===== config.mk =====
export PLATFORM = sky130hd
export DESIGN_NAME = connect_k_engine_flat
export DESIGN_NICKNAME = d
export VERILOG_FILES = /design/src/rtl/connect_k_if.sv /design/src/rtl/connect_k_engine.sv /design/src/flat_wrapper.sv
export SDC_FILE = /design/constraint.sdc
export NUM_CORES = 1
export LEC_CHECK = 0
export CELL_PAD_IN_SITES_DETAIL_PLACEMENT = 2
export CELL_PAD_IN_SITES_GLOBAL_PLACEMENT = 2
export CORE_ASPECT_RATIO = 0.5
export CORE_MARGIN = 2
export CORE_UTILIZATION = 31
export CTS_CLUSTER_SIZE = 20
export DETAILED_ROUTE_END_ITERATION = 10
export PLACE_DENSITY = 0.79
export SETUP_SLACK_MARGIN = 0.15
export SLEW_MARGIN = 5
export SYNTH_ARGS = -nofsm -noshare
export SYNTH_HDL_FRONTEND = slang
export SYNTH_SLANG_ARGS = --single-unit

===== constraint.sdc =====
create_clock -name clk_i -period 18 [get_ports clk_i]
set_input_delay 3.6 -clock clk_i [delete_from_list [all_inputs] [get_ports clk_i]]
set_output_delay 3.6 -clock clk_i [all_outputs]
set_load 0.1 [all_outputs]

===== src/rtl/connect_k_if.sv =====
// Move handshake and game-status bundle between the game controller (master)
// and connect_k_engine (slave).
interface connect_k_if #(
  parameter int ROWS = 3,
  parameter int COLS = 3
);
  localparam int CELLS  = ROWS * COLS;
  localparam int CELL_W = $clog2(CELLS);

  logic                  new_game;
  logic                  move_valid;
  logic                  move_ready;
  logic [CELL_W-1:0]     move_pos;
  logic [2*CELLS-1:0]    board;
  logic [1:0]            current_player;
  logic [1:0]            winner;
  logic                  draw;
  logic                  move_done;
  logic                  move_illegal;
  logic [CELL_W:0]       move_count;

  modport master (
    output new_game, move_valid, move_pos,
    input  move_ready, board, current_player, winner, draw,
           move_done, move_illegal, move_count
  );

  modport slave (
    input  new_game, move_valid, move_pos,
    output move_ready, board, current_player, winner, draw,
           move_done, move_illegal, move_count
  );
endinterface


===== src/rtl/connect_k_engine.sv =====
// m,n,k game engine: places moves and scans only the lines through the last
// placed cell for a K-run. Define GRAVITY_EN to treat move_pos as a drop column.
//
// state  | meaning
// IDLE   | waiting for a move; ready while the game is still open
// CHECK  | stepping one neighbour per cycle along dir/side from the origin
// FINISH | commit win / draw / player toggle, pulse move_done
module connect_k_engine #(
  parameter int ROWS = 3,
  parameter int COLS = 3,
  parameter int K    = 3
) (
  input  logic      clk_i,
  input  logic      rst_i,
  connect_k_if.slave gi
);
  localparam int CELLS  = ROWS * COLS;
  localparam int CELL_W = $clog2(CELLS);
  localparam int MAXD   = (ROWS > COLS) ? ROWS : COLS;
  localparam int CW     = $clog2(MAXD) + 1;
  localparam int RUN_W  = $clog2(K + 1);
  localparam logic [CELL_W:0]  CELLS_C = (CELL_W + 1)'(CELLS);
  localparam logic [RUN_W-1:0] RUN_LAST = RUN_W'(K - 1);

  typedef enum logic [1:0] {IDLE, CHECK, FINISH} state_t;

  state_t                state_q, state_d;
  logic [2*CELLS-1:0]    board_q, board_d;
  logic [1:0]            player_q, player_d;
  logic [1:0]            winner_q, winner_d;
  logic                  draw_q, draw_d;
  logic [CELL_W:0]       count_q, count_d;
  logic                  illegal_q, illegal_d;
  logic [1:0]            dir_q, dir_d;
  logic                  side_q, side_d;
  logic [RUN_W-1:0]      run_q, run_d;
  logic                  win_q, win_d;
  logic signed [CW-1:0]  org_r_q, org_r_d, org_c_q, org_c_d;
  logic signed [CW-1:0]  cur_r_q, cur_r_d, cur_c_q, cur_c_d;

  int   mp, tgt_row, tgt_col, dr, dc, nr, nc, nidx;
  logic legal, inb, match, ready;

  always_ff @(posedge clk_i or posedge rst_i) begin
    if (rst_i) begin
      state_q   <= IDLE;
      board_q   <= '0;
      player_q  <= 2'd1;
      winner_q  <= 2'd0;
      draw_q    <= 1'b0;
      count_q   <= '0;
      illegal_q <= 1'b0;
      dir_q     <= 2'd0;
      side_q    <= 1'b0;
      run_q     <= '0;
      win_q     <= 1'b0;
      org_r_q   <= '0;
      org_c_q   <= '0;
      cur_r_q   <= '0;
      cur_c_q   <= '0;
    end else begin
      state_q   <= state_d;
      board_q   <= board_d;
      player_q  <= player_d;
      winner_q  <= winner_d;
      draw_q    <= draw_d;
      count_q   <= count_d;
      illegal_q <= illegal_d;
      dir_q     <= dir_d;
      side_q    <= side_d;
      run_q     <= run_d;
      win_q     <= win_d;
      org_r_q   <= org_r_d;
      org_c_q   <= org_c_d;
      cur_r_q   <= cur_r_d;
      cur_c_q   <= cur_c_d;
    end
  end

  always_comb begin
    state_d   = state_q;
    board_d   = board_q;
    player_d  = player_q;
    winner_d  = winner_q;
    draw_d    = draw_q;
    count_d   = count_q;
    illegal_d = 1'b0;
    dir_d     = dir_q;
    side_d    = side_q;
    run_d     = run_q;
    win_d     = win_q;
    org_r_d   = org_r_q;
    org_c_d   = org_c_q;
    cur_r_d   = cur_r_q;
    cur_c_d   = cur_c_q;
    tgt_row   = 0;
    tgt_col   = 0;
    legal     = 1'b0;
    dr        = 0;
    dc        = 0;
    nidx      = 0;
    ready     = (state_q == IDLE) && (winner_q == 2'd0) && !draw_q;
    mp        = int'(gi.move_pos);

`ifdef GRAVITY_EN
    // Highest empty row index wins, so the piece lands at the bottom.
    if (mp < COLS) begin
      tgt_col = mp;
      for (int r = 0; r < ROWS; r++) begin
        if (board_q[2*(r*COLS+mp) +: 2] == 2'd0) begin
          tgt_row = r;
          legal   = 1'b1;
        end
      end
    end
`else
    if (mp < CELLS) begin
      tgt_row = mp / COLS;
      tgt_col = mp % COLS;
      legal   = (board_q[2*mp +: 2] == 2'd0);
    end
`endif

    case (dir_q)
      2'd0:    begin dr = 0; dc = 1;  end
      2'd1:    begin dr = 1; dc = 0;  end
      2'd2:    begin dr = 1; dc = 1;  end
      default: begin dr = 1; dc = -1; end
    endcase
    if (side_q) begin
      dr = -dr;
      dc = -dc;
    end
    nr  = int'(cur_r_q) + dr;
    nc  = int'(cur_c_q) + dc;
    inb = (nr >= 0) && (nr < ROWS) && (nc >= 0) && (nc < COLS);
    if (inb) nidx = nr * COLS + nc;
    match = inb && (board_q[2*nidx +: 2] == player_q);

    case (state_q)
      IDLE: begin
        if (gi.move_valid && ready) begin
          if (!legal) begin
            illegal_d = 1'b1;
          end else begin
            board_d[2*(tgt_row*COLS+tgt_col) +: 2] = player_q;
            count_d = count_q + 1'b1;
            org_r_d = CW'(tgt_row);
            org_c_d = CW'(tgt_col);
            cur_r_d = CW'(tgt_row);
            cur_c_d = CW'(tgt_col);
            dir_d   = 2'd0;
            side_d  = 1'b0;
            run_d   = RUN_W'(1);
            win_d   = 1'b0;
            state_d = CHECK;
          end
        end
      end
      CHECK: begin
        if (match) begin
          run_d   = run_q + 1'b1;
          cur_r_d = CW'(nr);
          cur_c_d = CW'(nc);
          if (run_q == RUN_LAST) begin
            win_d   = 1'b1;
            state_d = FINISH;
          end
        end else if (!side_q) begin
          side_d  = 1'b1;
          cur_r_d = org_r_q;
          cur_c_d = org_c_q;
        end else if (dir_q == 2'd3) begin
          state_d = FINISH;
        end else begin
          dir_d   = dir_q + 2'd1;
          side_d  = 1'b0;
          run_d   = RUN_W'(1);
          cur_r_d = org_r_q;
          cur_c_d = org_c_q;
        end
      end
      FINISH: begin
        if (win_q)                 winner_d = player_q;
        else if (count_q == CELLS_C) draw_d = 1'b1;
        else                       player_d = (player_q == 2'd1) ? 2'd2 : 2'd1;
        state_d = IDLE;
      end
      default: state_d = IDLE;
    endcase

    if (gi.new_game) begin
      state_d   = IDLE;
      board_d   = '0;
      player_d  = 2'd1;
      winner_d  = 2'd0;
      draw_d    = 1'b0;
      count_d   = '0;
      illegal_d = 1'b0;
      win_d     = 1'b0;
    end
  end

  assign gi.move_ready     = ready;
  assign gi.board          = board_q;
  assign gi.current_player = player_q;
  assign gi.winner         = winner_q;
  assign gi.draw           = draw_q;
  assign gi.move_count     = count_q;
  assign gi.move_done      = (state_q == FINISH);
  assign gi.move_illegal   = illegal_q;
endmodule

===== src/flat_wrapper.sv =====
// flat-port wrapper written by rule: the top's interface ports become plain ports
module connect_k_engine_flat 
#(
  parameter int ROWS = 3,
  parameter int COLS = 3,
  parameter int K    = 3
)
  (clk_i, rst_i, gi_new_game, gi_move_valid, gi_move_pos, gi_move_ready, gi_board, gi_current_player, gi_winner, gi_draw, gi_move_done, gi_move_illegal, gi_move_count);
  connect_k_if #(.ROWS(ROWS), .COLS(COLS)) gi_i ();
  input  logic clk_i;
  input  logic rst_i;
  input wire logic [$bits(gi_i.new_game)-1:0] gi_new_game;
  input wire logic [$bits(gi_i.move_valid)-1:0] gi_move_valid;
  input wire logic [$bits(gi_i.move_pos)-1:0] gi_move_pos;
  output wire logic [$bits(gi_i.move_ready)-1:0] gi_move_ready;
  output wire logic [$bits(gi_i.board)-1:0] gi_board;
  output wire logic [$bits(gi_i.current_player)-1:0] gi_current_player;
  output wire logic [$bits(gi_i.winner)-1:0] gi_winner;
  output wire logic [$bits(gi_i.draw)-1:0] gi_draw;
  output wire logic [$bits(gi_i.move_done)-1:0] gi_move_done;
  output wire logic [$bits(gi_i.move_illegal)-1:0] gi_move_illegal;
  output wire logic [$bits(gi_i.move_count)-1:0] gi_move_count;
  assign gi_i.new_game = gi_new_game;
  assign gi_i.move_valid = gi_move_valid;
  assign gi_i.move_pos = gi_move_pos;
  assign gi_move_ready = gi_i.move_ready;
  assign gi_board = gi_i.board;
  assign gi_current_player = gi_i.current_player;
  assign gi_winner = gi_i.winner;
  assign gi_draw = gi_i.draw;
  assign gi_move_done = gi_i.move_done;
  assign gi_move_illegal = gi_i.move_illegal;
  assign gi_move_count = gi_i.move_count;
  connect_k_engine #(.ROWS(ROWS), .COLS(COLS), .K(K)) u_core (.clk_i(clk_i), .rst_i(rst_i), .gi(gi_i));
endmodule

# == Word level (Yosys, flattened, before mapping) ==
# Cells that the tools add are included.
# totals
regBits,49
input_bits,8
output_inout_bits,31
elab_cells,169
# classes
add_sub_neg,10
multipliers,2
n_div,2
magnitude_cmp,5
eq_ne,26
shift,4
muxes,73
n_reduce_logical,32
# ops
op,count
two-way mux 32 bit,3
two-way mux 18 bit,4
adder 3 x 32 -> 32 bit,2
">= comparator 32 x 1 -> 1 bit, second input constant",2
"less-than comparator 32 x 3 -> 1 bit, second input constant",2
"multiplier 32 x 3 -> 31 bit, second input constant",2
case mux 32 bit (2 select lines),1
adder 31 bit,2
two-way mux 31 bit,2
two-way mux 2 bit,23
negation 32 -> 33 bit,1
"variable shift 2 x 33 -> 18 bit, first input constant",1
variable part select 2 x 33 -> 18 bit,1
"divider 5 x 3 -> 32 bit, second input constant",1
"modulo 5 x 3 -> 32 bit, second input constant",1
negation 1 -> 32 bit,1
negation 32 bit,1
variable part select 18 x 32 -> 2 bit,1
two-way mux 3 bit,10
two-way mux 5 bit,4
bitwise mux 18 bit,1
two-way mux 1 bit,18
variable part select 18 x 6 -> 2 bit,1
AND reduction 5 bit,3
27 further kinds,66

# == Depth between registers and ports, before layout ==
# Gate-level depths: netlist of the first run.
# logic_depth
word_depth,16
mapped_depth,27
depth_no_buf,25

# == Least setup slack after synthesis of the first run ==
# OpenSTA, ideal clock, no wires.
# synth_timing
path_type,input-to-reg
start,input gi_move_pos[3]
end,register u_core.board_q[0] (netlist: u_core.gi.board[0])
setup_ns,0.096
arrival_ns,9.164
required_time_ns,17.904
path_slack_ns,8.740
cell_stages,26
path_buffers,2
path_cell_list,buf_4 or2b_1 inv_2 ha_1 ha_1 buf_2 o21ai_0 o21a_1 ha_1 or3_1 nor3_1 nor3_1 a21oi_1 nor2_1 fa_1 ha_1 a21oi_1 o21ai_0 nand2_1 o31a_1 a21oi_1 mux2i_1 o311a_1 o21ai_1 or4_1 o31ai_1
# synth_lines
element,line,source
start: declaration,flat_wrapper.sv:14,input wire logic [$bits(gi_i.move_pos)-1:0] gi_move_pos;
end signal: assignment,connect_k_engine.sv:63,board_q <= board_d;
end: declaration,connect_k_engine.sv:28,"logic [2*CELLS-1:0] board_q, board_d;"

==> results.sh, run 1 <==
export IMPL_status="finished, final reports clean"
export IMPL_grt_overflow_total=0
export IMPL_synth_top_family_by_area="simple AND/OR/NAND/NOR gates"
export IMPL_grt_pass1_vias=5051
export IMPL_critPathLaunchType="primary input"
export IMPL_synth_edff_count=0
export IMPL_dr_pass1_iters=4
export IMPL_synthFlopType="dfrtp_1"
export IMPL_cts_inserted_buffers=5
export IMPL_initialDrtViolationCount=160
export IMPL_insertion_delay_ns=0.30
export IMPL_row_count=33
export IMPL_hold_viol=0
export IMPL_synth_simple_area_share_pct=24.4
export IMPL_cp_end_kind="flip-flop"
export IMPL_dr_total_vias=4729
export IMPL_synth_avg_cell_area_um2=8.66
export IMPL_fp_coreArea_um2=16600
export IMPL_worstHoldEndpoint="u_core.org_c_q[2]$_DFFE_PP0P_"
export IMPL_critPathMaxFanout=13
export IMPL_cpLargestDelayFamily="simple AND/OR/NAND/NOR gates"
export IMPL_ys_warn_count=0
export IMPL_wl_um=16800
export IMPL_synth_seq_cells=49
export IMPL_worst_pin_slew_ns=1.10
export IMPL_finalCritPeriodShare_pct=58.7
export IMPL_synthDistinctLibCells=88
export IMPL_worstPathRequired_ns=18.21
export IMPL_cts_reportedPaths_clkPinSlew_ns=0.07
export IMPL_min_period_ns=10.57
export IMPL_netlist_area_um2=5300
export IMPL_setup_viol=0
export IMPL_cts_max_level=2
export IMPL_synthMuxAreaShare_pct=6.44
export IMPL_maxCapViolations=0
export IMPL_grt_pass1_wl_um=27700
export IMPL_timing_fmax_mhz=94.6
export IMPL_mostFrequentLayoutCells="ha_1, inv_1, dfrtp_1"
export IMPL_synth_compound_area_share_pct=17.6
export IMPL_antenna_found_initial=1
export IMPL_globalplace_congestion=0.890
export IMPL_cts_resized=0
export IMPL_layout_nets=717
export IMPL_initial_utilization_pct=32.0
export IMPL_slowest_delay_ns=0.61
export IMPL_hpwl_um=13500
export IMPL_use_met3_pct=2.17
export IMPL_synth_xor_area_share_pct=2.81
export IMPL_die_w_um=189
export IMPL_maxSlewHeadroom_pct=26.5
export IMPL_grt_max_degree=50
export IMPL_tns_ns=0
export IMPL_r2r_end="u_core.cur_r_q[1]$_DFFE_PP0P_"
export IMPL_ff2ff_path_depth=22
export IMPL_drc_errors=0
export IMPL_cts_path_max_buffers=2
export IMPL_skew_ns=0.00911
export IMPL_hp_start="u_core.org_c_q[2]$_DFFE_PP0P_"
export IMPL_cp_arrival_ns=10.79
export IMPL_root_buffer="clkbuf_16"
export IMPL_cts_sinks=49
export IMPL_async_reset_ff_share_pct=100
export IMPL_criticalPathCategory="in2reg"
export IMPL_grt_met1_usage_pct=25.5
export IMPL_grt_use_met2_pct=33.7
export IMPL_gr_usage_all_layers_pct=19.2
export IMPL_hold_buffers=0
export IMPL_portBuffers=38
export IMPL_crit_top_cell="ha_1"
export IMPL_rsz0062_at_grt="no"
export IMPL_irDropWorstVdd_mv=0.184
export IMPL_reg2reg_slack_ns=10.93
export IMPL_reg2reg_from="u_core.dir_q[0]$_DFFE_PP0P_"
export IMPL_drtAntennaViolNets=0
export IMPL_drive_above_1_share_pct=6.12
export IMPL_grt_busiest_layer="met2"
export IMPL_hold_path_cell_count=2
export IMPL_pin_count=39
export IMPL_cpMaxStageDelayCell="clkdlybuf4s50_1"
export IMPL_cp_num_buf_inv=2
export IMPL_syn_inst=612
export IMPL_synth_seq_area_share_pct=23.2
export IMPL_dieArea_um2=18200
export IMPL_via_per_inst=5.47
export IMPL_layout_commonest_cell="ha_1"
export IMPL_power_leakage_nw=2.72
export IMPL_power_density_nw_per_um2=203
export IMPL_cts_tree="built"
export IMPL_cts_setup_buffers=0
export IMPL_hold_ws_ns=0.477
export IMPL_drv_slew=0
export IMPL_post_drt_wl_per_cell_um=19.4
export IMPL_synth_fa_ha_area_share_pct=19.8
export IMPL_area_growth_pct=13.6
export IMPL_die_h_um=96.5
export IMPL_min_path_type="reg2reg"
flip-flops by register name (all words and copies together) (netlist names), 2 cells and up:
signal / cells
u_core.cur_r_q: 3
u_core.gi.move_count: 5
u_core.gi.current_player: 2
u_core.gi.winner: 2
u_core.org_r_q: 3
u_core.org_c_q: 3
u_core.cur_c_q: 3
u_core.state_q: 2
u_core.dir_q: 2
u_core.run_q: 2
u_core.gi.board: 18
stage by stage:
step	instances	cell area (um^2)	power, mW	worst slack, ns	util, %
global route	864	6020	1.36	6.79	36.4
CTS	864	6020	1.24	7.37	36.4
detailed placement	856	5870	1.13	7.17	35.5
finish	865	6020	1.22	7.43	36.4
floorplan	613	5300	0.886	8.74	-
global placement	856	5870	1.09	7.49	35.5
worst min-delay path, cell delays in order (launching register included):
cell and delay (ns):
dfrtp_1 0.34, nand2_1 0.05, nand2_1 0.06
how the worst max path moves through the flow:
| stage | from | end | depth (start not counted) |
|---|---|---|---|
| 2_1_floorplan | gi_move_pos[3] | u_core.gi.board[0]$_DFFE_PP0P_ | 26 |
| 3_5_place_dp | gi_move_pos[3] | u_core.gi.board[12]$_DFFE_PP0P_ | 25 |
| 5_1_grt | gi_move_pos[3] | u_core.gi.board[12]$_DFFE_PP0P_ | 25 |
| 3_3_place_gp | gi_move_pos[2] | u_core.gi.board[0]$_DFFE_PP0P_ | 25 |
| 6_report | gi_move_pos[3] | u_core.gi.board[12]$_DFFE_PP0P_ | 25 |
| 4_1_cts | gi_move_pos[3] | u_core.gi.board[12]$_DFFE_PP0P_ | 25 |
Yosys cell counts (4+ instances only):
cell | number | area share [%]
a21o_1 | 11 | 1.6
a21oi_1 | 32 | 3.0
a41oi_1 | 4 | 0.66
and4_1 | 4 | 0.66
buf_2 | 4 | 0.38
clkbuf_1 | 13 | 0.92
dfrtp_1 | 48 | 23
fa_1 | 18 | 6.8
ha_1 | 55 | 13
inv_1 | 52 | 3.7
mux2i_1 | 27 | 5.1
nand2_1 | 41 | 2.9
nand2b_1 | 24 | 2.8
nand3_1 | 20 | 1.9
nand4_1 | 8 | 0.94
nor2_1 | 47 | 3.3
nor2b_1 | 8 | 0.94
nor3_1 | 22 | 2.1
nor3b_1 | 4 | 0.57
nor4_1 | 8 | 0.94
nor4b_1 | 4 | 0.66
o211ai_1 | 5 | 0.71
o21a_1 | 4 | 0.57
o21ai_0 | 16 | 1.5
o22ai_1 | 8 | 0.94
o31a_1 | 6 | 0.99
o31ai_1 | 5 | 0.71
or2_2 | 8 | 0.94
or3_1 | 5 | 0.59
xnor2_1 | 10 | 1.7
xor2_1 | 7 | 1.2
final cells by class:
| class | instances | area (um^2) |
|---|---|---|
| repair buffers | 38 | 380 |
| well taps | 227 | 284 |
| inverters | 55 | 209 |
| fillers | 1827 | 10500 |
| multi-input cells | 487 | 3770 |
| flip-flops and latches | 49 | 1230 |
| clock inverters | 3 | 21.3 |
| diodes | 1 | 2.50 |
| clock buffers | 5 | 125 |
cells by family (layout without fill, tap and decap cells):
family / Yosys count / in the layout
other: 1 / 3
flip-flops: 49 / 49
AO/OA/AOI/OAI: 130 / 130
XOR/XNOR: 17 / 17
multiplexers: 32 / 32
adder cells (fa/ha/maj): 73 / 73
AND/OR/NAND/NOR: 233 / 233
buffers and inverters: 77 / 101
power by group:
group / leakage [nW] / switching, mW / internal (mW)
clock: 0.0702 / 0.0459 / 0.0519
combinational: 2.00 / 0.595 / 0.391
sequential: 0.656 / 0.0135 / 0.123
total: 2.72 / 0.654 / 0.566
per-layer routing:
| metal | routed length (um) | vias to the layer above | share of wire, % |
|---|---|---|---|
| met5 | 0 | - | 0 |
| met2 | 8050 | 56 | 48 |
| li1 | - | 2245 | - |
| met3 | 608 | 15 | 3.6 |
| met1 | 7930 | 2413 | 47 |
| met4 | 193 | 0 | 1.2 |
No activity file was read; power rests on OpenSTA's default activity.
==> inputs of run 2 (changes only) <==
--- a/config.mk
+++ b/config.mk
@@ -12,7 +12,7 @@
 export CORE_UTILIZATION = 31
 export CTS_CLUSTER_SIZE = 20
 export DETAILED_ROUTE_END_ITERATION = 10
-export PLACE_DENSITY = 0.79
+export PLACE_DENSITY = 0.81
 export SETUP_SLACK_MARGIN = 0.15
 export SLEW_MARGIN = 5
 export SYNTH_ARGS = -nofsm -noshare
==> constraint.sdc (replaced) <==
create_clock -name clk_i -period 9.6 [get_ports clk_i]
set_input_delay 1.92 -clock clk_i [delete_from_list [all_inputs] [get_ports clk_i]]
set_output_delay 1.92 -clock clk_i [all_outputs]
set_load 0.1 [all_outputs]
==> results.sh, run 2 (synthesized netlist as in run 1, its figures left out) <==
export IMPL_status="finished, final reports clean"
export IMPL_antennaDiodeCount=0
export IMPL_clockPowerShare_pct=8.1
export IMPL_rsz0062_at_grt="no"
export IMPL_cts_reportedPaths_clkPinSlew_ns=0.06
export IMPL_finalCritPeriodShare_pct=90.9
export IMPL_globalplace_congestion=0.897
export IMPL_switching_share_pct=53.9
export IMPL_criticalPathCategory="in2reg"
export IMPL_dieArea_um2=18200
export IMPL_cp_end_kind="flip-flop"
export IMPL_grt_pass1_wl_um=27500
export IMPL_maxSlewHeadroom_pct=25.7
export IMPL_worst_pin_slew_ns=1.11
export IMPL_cp_depth=25
export IMPL_ff2ff_path_depth=22
export IMPL_min_period_ns=8.73
export IMPL_mostFrequentLayoutCells="ha_1, inv_1, dfrtp_1"
export IMPL_crit_end="u_core.gi.board[0]$_DFFE_PP0P_"
export IMPL_setup_viol=0
export IMPL_worstPathRequired_ns=9.77
export IMPL_portBuffers=38
export IMPL_skew_ns=0.0114
export IMPL_pwr_share_seq_pct=11.0
export IMPL_hpwl_um=13200
export IMPL_gr_usage_all_layers_pct=19.1
export IMPL_root_buffer="clkbuf_16"
export IMPL_layoutNonFillerInstCount=865
export IMPL_initialDrtViolationCount=280
export IMPL_drtAntennaViolNets=0
export IMPL_dp_cells=857
export IMPL_post_drt_wl_per_cell_um=19.4
export IMPL_cts_tree="built"
export IMPL_drv_slew=0
export IMPL_grt_pass1_vias=5129
export IMPL_reg2reg_slack_ns=2.59
export IMPL_grt_max_degree=50
export IMPL_area_growth_pct=14.0
export IMPL_power_density_nw_per_um2=385
export IMPL_cts_path_max_buffers=2
export IMPL_cp_num_buf_inv=2
export IMPL_cp_startpoint="gi_move_pos[2]"
export IMPL_cpMaxStageDelayCell="clkdlybuf4s50_1"
export IMPL_cts_max_level=2
export IMPL_dr_pass1_iters=4
export IMPL_crit_top_cell="ha_1"
export IMPL_insertion_delay_ns=0.30
export IMPL_hold_viol=0
export IMPL_hold_path_cell_count=2
export IMPL_die_h_um=96.5
export IMPL_layout_nets=718
export IMPL_tns_ns=0
export IMPL_power_switching_mw=1.26
export IMPL_initial_utilization_pct=32.0
export IMPL_timing_fmax_mhz=115
export IMPL_dr_total_vias=4720
export IMPL_p_comb_share_pct=81.0
export IMPL_cts_inserted_buffers=5
export IMPL_drc_errors=0
export IMPL_r2r_end="u_core.state_q[0]$_DFFE_PP0P_"
export IMPL_p_int_mw=1.07
export IMPL_pin_count=39
export IMPL_drive_above_1_share_pct=6.43
export IMPL_grt_overflow_total=0
export IMPL_min_path_type="reg2reg"
export IMPL_cpLargestDelayFamily="simple AND/OR/NAND/NOR gates"
export IMPL_slowest_delay_ns=0.65
export IMPL_reg2reg_from="u_core.dir_q[0]$_DFFE_PP0P_"
export IMPL_cts_setup_buffers=0
export IMPL_layout_commonest_cell="ha_1"
export IMPL_power_leakage_nw=2.74
export IMPL_critPathMaxFanout=8
export IMPL_critPathLaunchType="primary input"
export IMPL_irDropWorstVdd_mv=0.334
export IMPL_largest_reg_flops=18
export IMPL_maxCapViolations=0
export IMPL_fp_coreArea_um2=16600
export IMPL_antenna_found_initial=0
export IMPL_cp_arrival_ns=8.90
export IMPL_die_w_um=189
export IMPL_cts_sinks=49
export IMPL_row_count=33
export IMPL_wl_um=16800
export IMPL_via_per_inst=5.46
run 2: changes by cell type in the layout (fill, tap and decap cells not counted), sizes merged:
cell and change:
clkbuf +1, diode -1, clkinvlp -1, buf +1
run 2: repair_timing:
item | CTS | global route
hold buffers | 0 | 0
endpoints found under the setup margin | 0 | 14
resized for setup | 0 | 1
run 2: metrics by stage:
step           worst slack (ns)  instance area, um^2  util, %  power [mW]  hold WS (ns)
2_1_floorplan              2.02                 5300        -        1.66         0.440
3_3_place_gp              0.829                 5880     35.5        2.04         0.454
3_5_place_dp              0.464                 5880     35.5        2.13         0.466
4_1_cts                   0.703                 6040     36.5        2.35         0.481
5_1_grt                   0.203                 6040     36.5        2.57         0.514
6_report                  0.872                 6040     36.5        2.33         0.474
run 2: final cells by class:
type	count	area, um^2
tap	227	284
clock inverter	2	17.5
fill	1837	10500
clock buffer	6	139
timing repair buffer	39	388
multi-input combinational	487	3780
inverter	55	209
sequential	49	1230
run 2: how the worst min path moves through the flow:
| stage | startpoint | to |
|---|---|---|
| final | u_core.org_c_q[2]$_DFFE_PP0P_ | u_core.org_c_q[2]$_DFFE_PP0P_ |
| after global routing | u_core.org_c_q[2]$_DFFE_PP0P_ | u_core.org_c_q[2]$_DFFE_PP0P_ |
| after CTS | u_core.org_c_q[2]$_DFFE_PP0P_ | u_core.org_c_q[2]$_DFFE_PP0P_ |
| after detailed placement | u_core.org_c_q[2]$_DFFE_PP0P_ | u_core.org_c_q[2]$_DFFE_PP0P_ |
| after global placement | u_core.org_r_q[0]$_DFFE_PP0P_ | u_core.org_r_q[0]$_DFFE_PP0P_ |
| after floorplan | u_core.org_r_q[0]$_DFFE_PP0P_ | u_core.org_r_q[0]$_DFFE_PP0P_ |
run 2: worst register-to-register path, stage by stage, from the launching register on:
cell     delay [ns]
dfrtp_1        0.42
inv_1          0.07
ha_1           0.22
nor2_1         0.59
inv_1          0.14
fa_1           0.46
fa_1           0.57
inv_1          0.09
ha_1           0.28
inv_1          0.05
fa_1           0.49
inv_1          0.08
fa_1           0.81
mux2i_1        0.27
a21o_1         0.16
o31a_1         0.12
a41oi_1        0.12
a21oi_1        0.32
nor4b_1        0.52
nor4_4         0.13
nand2_2        0.35
mux2_1         0.41
o32ai_1        0.24
run 2: power by group through the flow:
stage / logic [mW] / clock network, mW / registers, mW
2_1_floorplan: 1.39 / 0 / 0.271
3_3_place_gp: 1.78 / 0 / 0.258
3_5_place_dp: 1.87 / 0 / 0.259
4_1_cts: 1.90 / 0.191 / 0.256
5_1_grt: 2.10 / 0.202 / 0.260
6_report: 1.89 / 0.188 / 0.255
run 2: layer usage:
layer / global-route usage (%) / wire, um / vias up
li1: - / - / 2244
met4: 3.32 / 136 / 0
met2: 34.2 / 8070 / 70
met1: 25.7 / 8180 / 2396
met3: 1.63 / 434 / 10
met5: 0 / 0 / -
